<file path="config.mk">
export PLATFORM = sky130hd
export DESIGN_NAME = tea_cipher_core
export DESIGN_NICKNAME = d
export VERILOG_FILES = /design/src/rtl/tea_cipher_core.sv
export SDC_FILE = /design/constraint.sdc
export NUM_CORES = 2
export LEC_CHECK = 0
export ABC_CLOCK_PERIOD_IN_PS = 21300
export CAP_MARGIN = 25
export CORE_MARGIN = 10
export CORE_UTILIZATION = 50
export DETAILED_ROUTE_END_ITERATION = 16
export MAX_ROUTING_LAYER = met4
export PLACE_DENSITY_LB_ADDON = 0.3
export SLEW_MARGIN = 15
export SYNTH_ARGS = -nofsm -noshare
export SYNTH_HDL_FRONTEND = slang
export SYNTH_SLANG_ARGS = --single-unit
</file>
<file path="constraint.sdc">
create_clock -name clk -period 21.3 [get_ports clk]
set_input_delay 2.13 -clock clk [delete_from_list [all_inputs] [get_ports clk]]
set_output_delay 2.13 -clock clk [all_outputs]
set_load 0.05 [all_outputs]
</file>
<file path="src/rtl/tea_cipher_core.sv">
// tea_cipher_core
//   Iterative TEA block cipher, one full TEA cycle (two Feistel half-rounds)
//   per clock. A block is accepted with a valid/ready handshake, processed
//   for ROUNDS clocks, then held in data_out until the consumer takes it.
//
// Ports
//   clk        rising-edge clock
//   rst        asynchronous active-high reset
//   in_valid   a block is offered on data_in/key/decrypt
//   in_ready   core is idle and accepts a block
//   decrypt    0 = encrypt, 1 = decrypt (latched on accept)
//   key        128-bit key {k0,k1,k2,k3} (latched on accept)
//   data_in    64-bit block {v0,v1} (latched on accept)
//   out_valid  data_out holds a finished result
//   out_ready  consumer takes the result
//   data_out   result {v0,v1}
//   busy       rounds are in progress

module tea_cipher_core #(
    parameter int unsigned ROUNDS = 32,
    parameter logic [31:0] DELTA  = 32'h9E3779B9
) (
    input  logic         clk,
    input  logic         rst,
    input  logic         in_valid,
    output logic         in_ready,
    input  logic         decrypt,
    input  logic [127:0] key,
    input  logic [63:0]  data_in,
    output logic         out_valid,
    input  logic         out_ready,
    output logic [63:0]  data_out,
    output logic         busy
);

    typedef enum logic [1:0] {
        S_IDLE,
        S_RUN,
        S_DONE
    } state_t;

    localparam logic [6:0]  ROUNDS_CNT   = 7'(ROUNDS);
    // Decryption starts from the sum encryption ends with.
    localparam logic [31:0] SUM_DEC_INIT = DELTA * 32'(ROUNDS);

    state_t        state_q, state_d;
    logic [6:0]    cnt_q,   cnt_d;
    logic [31:0]   sum_q,   sum_d;
    logic [31:0]   v0_q,    v0_d;
    logic [31:0]   v1_q,    v1_d;
    logic [127:0]  key_q,   key_d;
    logic          dec_q,   dec_d;

    logic [31:0]   k0, k1, k2, k3;
    logic [31:0]   enc_sum, enc_v0, enc_v1;
    logic [31:0]   dec_sum, dec_v0, dec_v1;

    function automatic logic [31:0] tea_f(
        input logic [31:0] x,
        input logic [31:0] ka,
        input logic [31:0] kb,
        input logic [31:0] s
    );
        return ((x << 4) + ka) ^ (x + s) ^ ((x >> 5) + kb);
    endfunction

    // State register
    always_ff @(posedge clk or posedge rst) begin
        if (rst) begin
            state_q <= S_IDLE;
        end else begin
            state_q <= state_d;
        end
    end

    // Next-state logic
    always_comb begin
        state_d = state_q;
        unique case (state_q)
            S_IDLE:  if (in_valid)      state_d = S_RUN;
            S_RUN:   if (cnt_q == 7'd1) state_d = S_DONE;
            S_DONE:  if (out_ready)     state_d = S_IDLE;
            default:                    state_d = S_IDLE;
        endcase
    end

    // Output logic
    always_comb begin
        in_ready  = (state_q == S_IDLE);
        busy      = (state_q == S_RUN);
        out_valid = (state_q == S_DONE);
        data_out  = {v0_q, v1_q};
    end

    // One full TEA cycle in each direction
    always_comb begin
        k0 = key_q[127:96];
        k1 = key_q[95:64];
        k2 = key_q[63:32];
        k3 = key_q[31:0];

        enc_sum = sum_q + DELTA;
        enc_v0  = v0_q + tea_f(v1_q, k0, k1, enc_sum);
        enc_v1  = v1_q + tea_f(enc_v0, k2, k3, enc_sum);

        // Decrypt undoes the half-rounds in reverse order: v1 first.
        dec_v1  = v1_q - tea_f(v0_q, k2, k3, sum_q);
        dec_v0  = v0_q - tea_f(dec_v1, k0, k1, sum_q);
        dec_sum = sum_q - DELTA;
    end

    // Datapath next-state
    always_comb begin
        cnt_d = cnt_q;
        sum_d = sum_q;
        v0_d  = v0_q;
        v1_d  = v1_q;
        key_d = key_q;
        dec_d = dec_q;
        if (state_q == S_IDLE && in_valid) begin
            key_d = key;
            dec_d = decrypt;
            v0_d  = data_in[63:32];
            v1_d  = data_in[31:0];
            sum_d = decrypt ? SUM_DEC_INIT : '0;
            cnt_d = ROUNDS_CNT;
        end else if (state_q == S_RUN) begin
            cnt_d = cnt_q - 7'd1;
            if (dec_q) begin
                v0_d  = dec_v0;
                v1_d  = dec_v1;
                sum_d = dec_sum;
            end else begin
                v0_d  = enc_v0;
                v1_d  = enc_v1;
                sum_d = enc_sum;
            end
        end
    end

    // Datapath registers
    always_ff @(posedge clk or posedge rst) begin
        if (rst) begin
            cnt_q <= '0;
            sum_q <= '0;
            v0_q  <= '0;
            v1_q  <= '0;
            key_q <= '0;
            dec_q <= 1'b0;
        end else begin
            cnt_q <= cnt_d;
            sum_q <= sum_d;
            v0_q  <= v0_d;
            v1_q  <= v1_d;
            key_q <= key_d;
            dec_q <= dec_d;
        end
    end

endmodule

</file>
==> results.yml <==
power_and_ir_drop:
  ir_drop_v: 0.00005931
  p_leak_uw: 0.01881
  power_per_cell_area_nw_per_um2: 26.25
  power_uw: 1035
run_status:
  outcome: "finished clean"
logic_synthesis:
  synth_top_family_by_area: "compound AO/OA/AOI/OAI gates"
  synth_top_area_cell: "ha_1"
  ys_seq_elements: 234
  ys.flop_type: "dfrtp_1"
  synthDistinctLibCells: 90
  synth_xor_area_share_pct: 19.18
  syn_area_per_cell_um2: 7.828
  synth_fp_nets: 5108
  netlist_top_cells_count: "nand2_1, xnor2_1, ha_1"
  synth_top_area_share_pct: 17.50
  synthSimpleGateAreaFrac_pct: 16.70
  muxShareOfSynthArea_pct: 0.5832
  synth_edf_count: 0
  synthAdderAreaFrac_pct: 18.42
  synth_most_common_cell: "nand2_1"
  synth_compound_area_share_pct: 25.72
  ys_warn_count: 0
  synthTopCellsByArea: "ha_1, dfrtp_1, xnor2_1, nand2_1, a21oi_1"
  synth_area_um2: 34540
  netlist_instances: 4412
  ys_seq_area_share_pct: 16.95
  async_flop_share_pct: 100.0
route:
  drc: 0
  postRouteAntennaNets: 0
  vias: 34810
  wl_per_cell_um: 24.27
  dr.pass1.iters: 6
  drt-initial-drc-count: 3829
  vias_per_cell: 6.196
  postRouteWirelength_um: 136300
setup_path:
  cp.arrival_ns: 11.11
  critPathCaptureType: "flop"
  critPathMaxStageDelay_ns: 0.71
  reg2reg_depth: 41
  required_ns: 21.79
  crit_slowest_cell: "xor2_1"
  cp-start-kind: "flop"
  critPathMaxFanout: 8
  path_class: "flop to flop"
clocking:
  insertion_delay_ns: 0.62
  htree_num_levels: 1
  cts_tree: "built"
  cts-root-buf: "clkbuf_16"
  clock_path_buffers: 3
  clk_pin_slew_ns: 0.07
  cts_setup_buffers: 0
  postCtsHoldBufs: 0
  clkSinkCount: 234
  ctsResizeCount: 0
  cts_made_buffers: 30
sta:
  period_share_pct: 49.84
  slew_violations: 0
  max_freq_ghz: 0.09420
  period_needed_ns: 10.62
  fin_setup_tns_ns: 0
  setup_viol: 0
  holdWs_ns: 0.5004
  relSlewSlack_pct: 27.24
  finClkSkew_ns: 0.01886
  hold_viol: 0
  worst_slew_pin_slew_ns: 1.084
  rsz0062_at_grt: "false"
placement:
  dp_hpwl_um: 110200
  place_area_um2: 38430
  gp_congestion: 1.021
  io_buffer_count: 263
die:
  die_h_um: 282.8
  ioPinCount: 264
  dieWidth_um: 282.8
  start_util_pct: 50.36
  dieArea_um2: 79990
  core_um2: 68590
  rows: 96
min_path:
  holdPathStages: 1
  min_path_type: "flop to flop"
global_routing:
  grt_max_degree: 97
  grt_pass1_vias: 32890
  grt_pass1_wl_um: 201100
  overflow: 0
  track_usage_pct: 33.82
  antenna_found_initial: 2
layout:
  drive_gt1_share_pct: 3.650
  syn2layout_area_growth_pct: 14.15
  fillers: 6509
  final_area_um2: 39430
  fin_nets: 5360
flow_run:
  cap_violations: 0
[worst max-delay path: cells and delay by family (launching register included)]
family	cells	cell delay, ns
compound gates	22	5.20
xor+xnor	8	2.36
fa+ha+maj	5	1.83
simple gates	6	0.59
flops	1	0.49
[power by group]
| part | total [µW] | internal (µW) | switching [µW] | leakage (µW) |
|---|---|---|---|---|
| clock network | 541 | 315 | 226 | 0.000489 |
| registers | 445 | 445 | 0 | 0.00306 |
| logic | 49.1 | 31.9 | 17.1 | 0.0153 |
[through the flow]
step	setup WS (ns)	util, %	std cells
after floorplan	12.41	-	4412
after global placement	10.99	56.03	5563
after detailed placement	10.86	56.03	5563
after CTS	10.83	57.48	5616
after global routing	9.845	57.48	5616
final	10.68	57.48	5617
[worst paths after layout]
path / from / endpoint / slack, ns
max: sum_q[1] / v1_q[31] / 10.68
min: cnt_q[6] / cnt_q[6] / 0.50
max reg2reg: sum_q[1] / v1_q[31] / 10.68
min reg2reg: cnt_q[6] / cnt_q[6] / 0.50
max in group asynchronous: rst / dec_q / 17.99
min in group asynchronous: rst / cnt_q[6] / 1.94
[sequential cells by signal, summed over array words and instances, names as in the netlist]
register	flops
v0_q	32
v1_q	32
dec_q	1
key_q	128
cnt_q	7
sum_q	32
state_q	2
[final cells by class]
class                           count  area [µm²]  area share [%]
Timing Repair Buffer              328        3133           7.947
Clock buffer                       38       812.0           2.060
Tap cell                          931        1165           2.955
Inverter                          107       409.1           1.038
Multi-Input combinational cell   3963       27860           70.67
Sequential cell                   234        5859           14.86
Antenna cell                        1       2.502        0.006347
Clock inverter                     15       183.9          0.4665
[cells by family (layout without fill, tap and decap cells)]
family,count (synthesis),after routing
XOR/XNOR,747,747
multiplexers,20,20
buffers and inverters,215,488
AO/OA/AOI/OAI,1410,1410
flip-flops,234,234
adder cells (fa/ha/maj),499,499
other,0,1
AND/OR/NAND/NOR,1287,1287
[layout by cell type (no fill, tap or decap), types with 9 or more instances in the layout]
master / Yosys / layout
nand2_1: 648 / 647
xnor2_1: 613 / 613
ha_1: 483 / 483
a21oi_1: 454 / 454
o21ai_0: 264 / 264
clkdlybuf4s50_1: 0 / 263
nor2_1: 238 / 237
dfrtp_1: 234 / 233
a21o_1: 230 / 230
xor2_1: 128 / 128
inv_1: 106 / 104
nor3_1: 67 / 67
buf_4: 0 / 64
o21bai_1: 58 / 58
nand2b_1: 58 / 57
nand3_1: 56 / 56
nor2b_1: 54 / 54
o21a_1: 47 / 47
a31oi_1: 42 / 42
o21ai_1: 42 / 42
a211oi_1: 40 / 40
and3_1: 35 / 35
clkbuf_16: 0 / 31
o31ai_1: 30 / 30
o211ai_1: 27 / 27
nand4_1: 27 / 27
a22oi_1: 22 / 22
mux2i_1: 19 / 19
or2_2: 19 / 19
and2_1: 18 / 17
or3_1: 16 / 16
fa_1: 16 / 16
nor4_1: 14 / 14
a211o_1: 13 / 13
nand3b_1: 11 / 11
o22ai_1: 11 / 11
a31o_2: 9 / 9
a221o_1: 9 / 9
[metal layers]
layer | up-vias | wire length (µm) | part of all wire, % | GRT usage (%)
met2 | 1756 | 56570 | 41 | 48.92
met4 | 0 | 3989 | 2.9 | 9.015
li1 | 16330 | - | - | -
met5 | - | 0 | 0 | -
met1 | 16460 | 59730 | 44 | 47.11
met3 | 255 | 16040 | 12 | 6.930
Power figures use the tool's default switching activity.
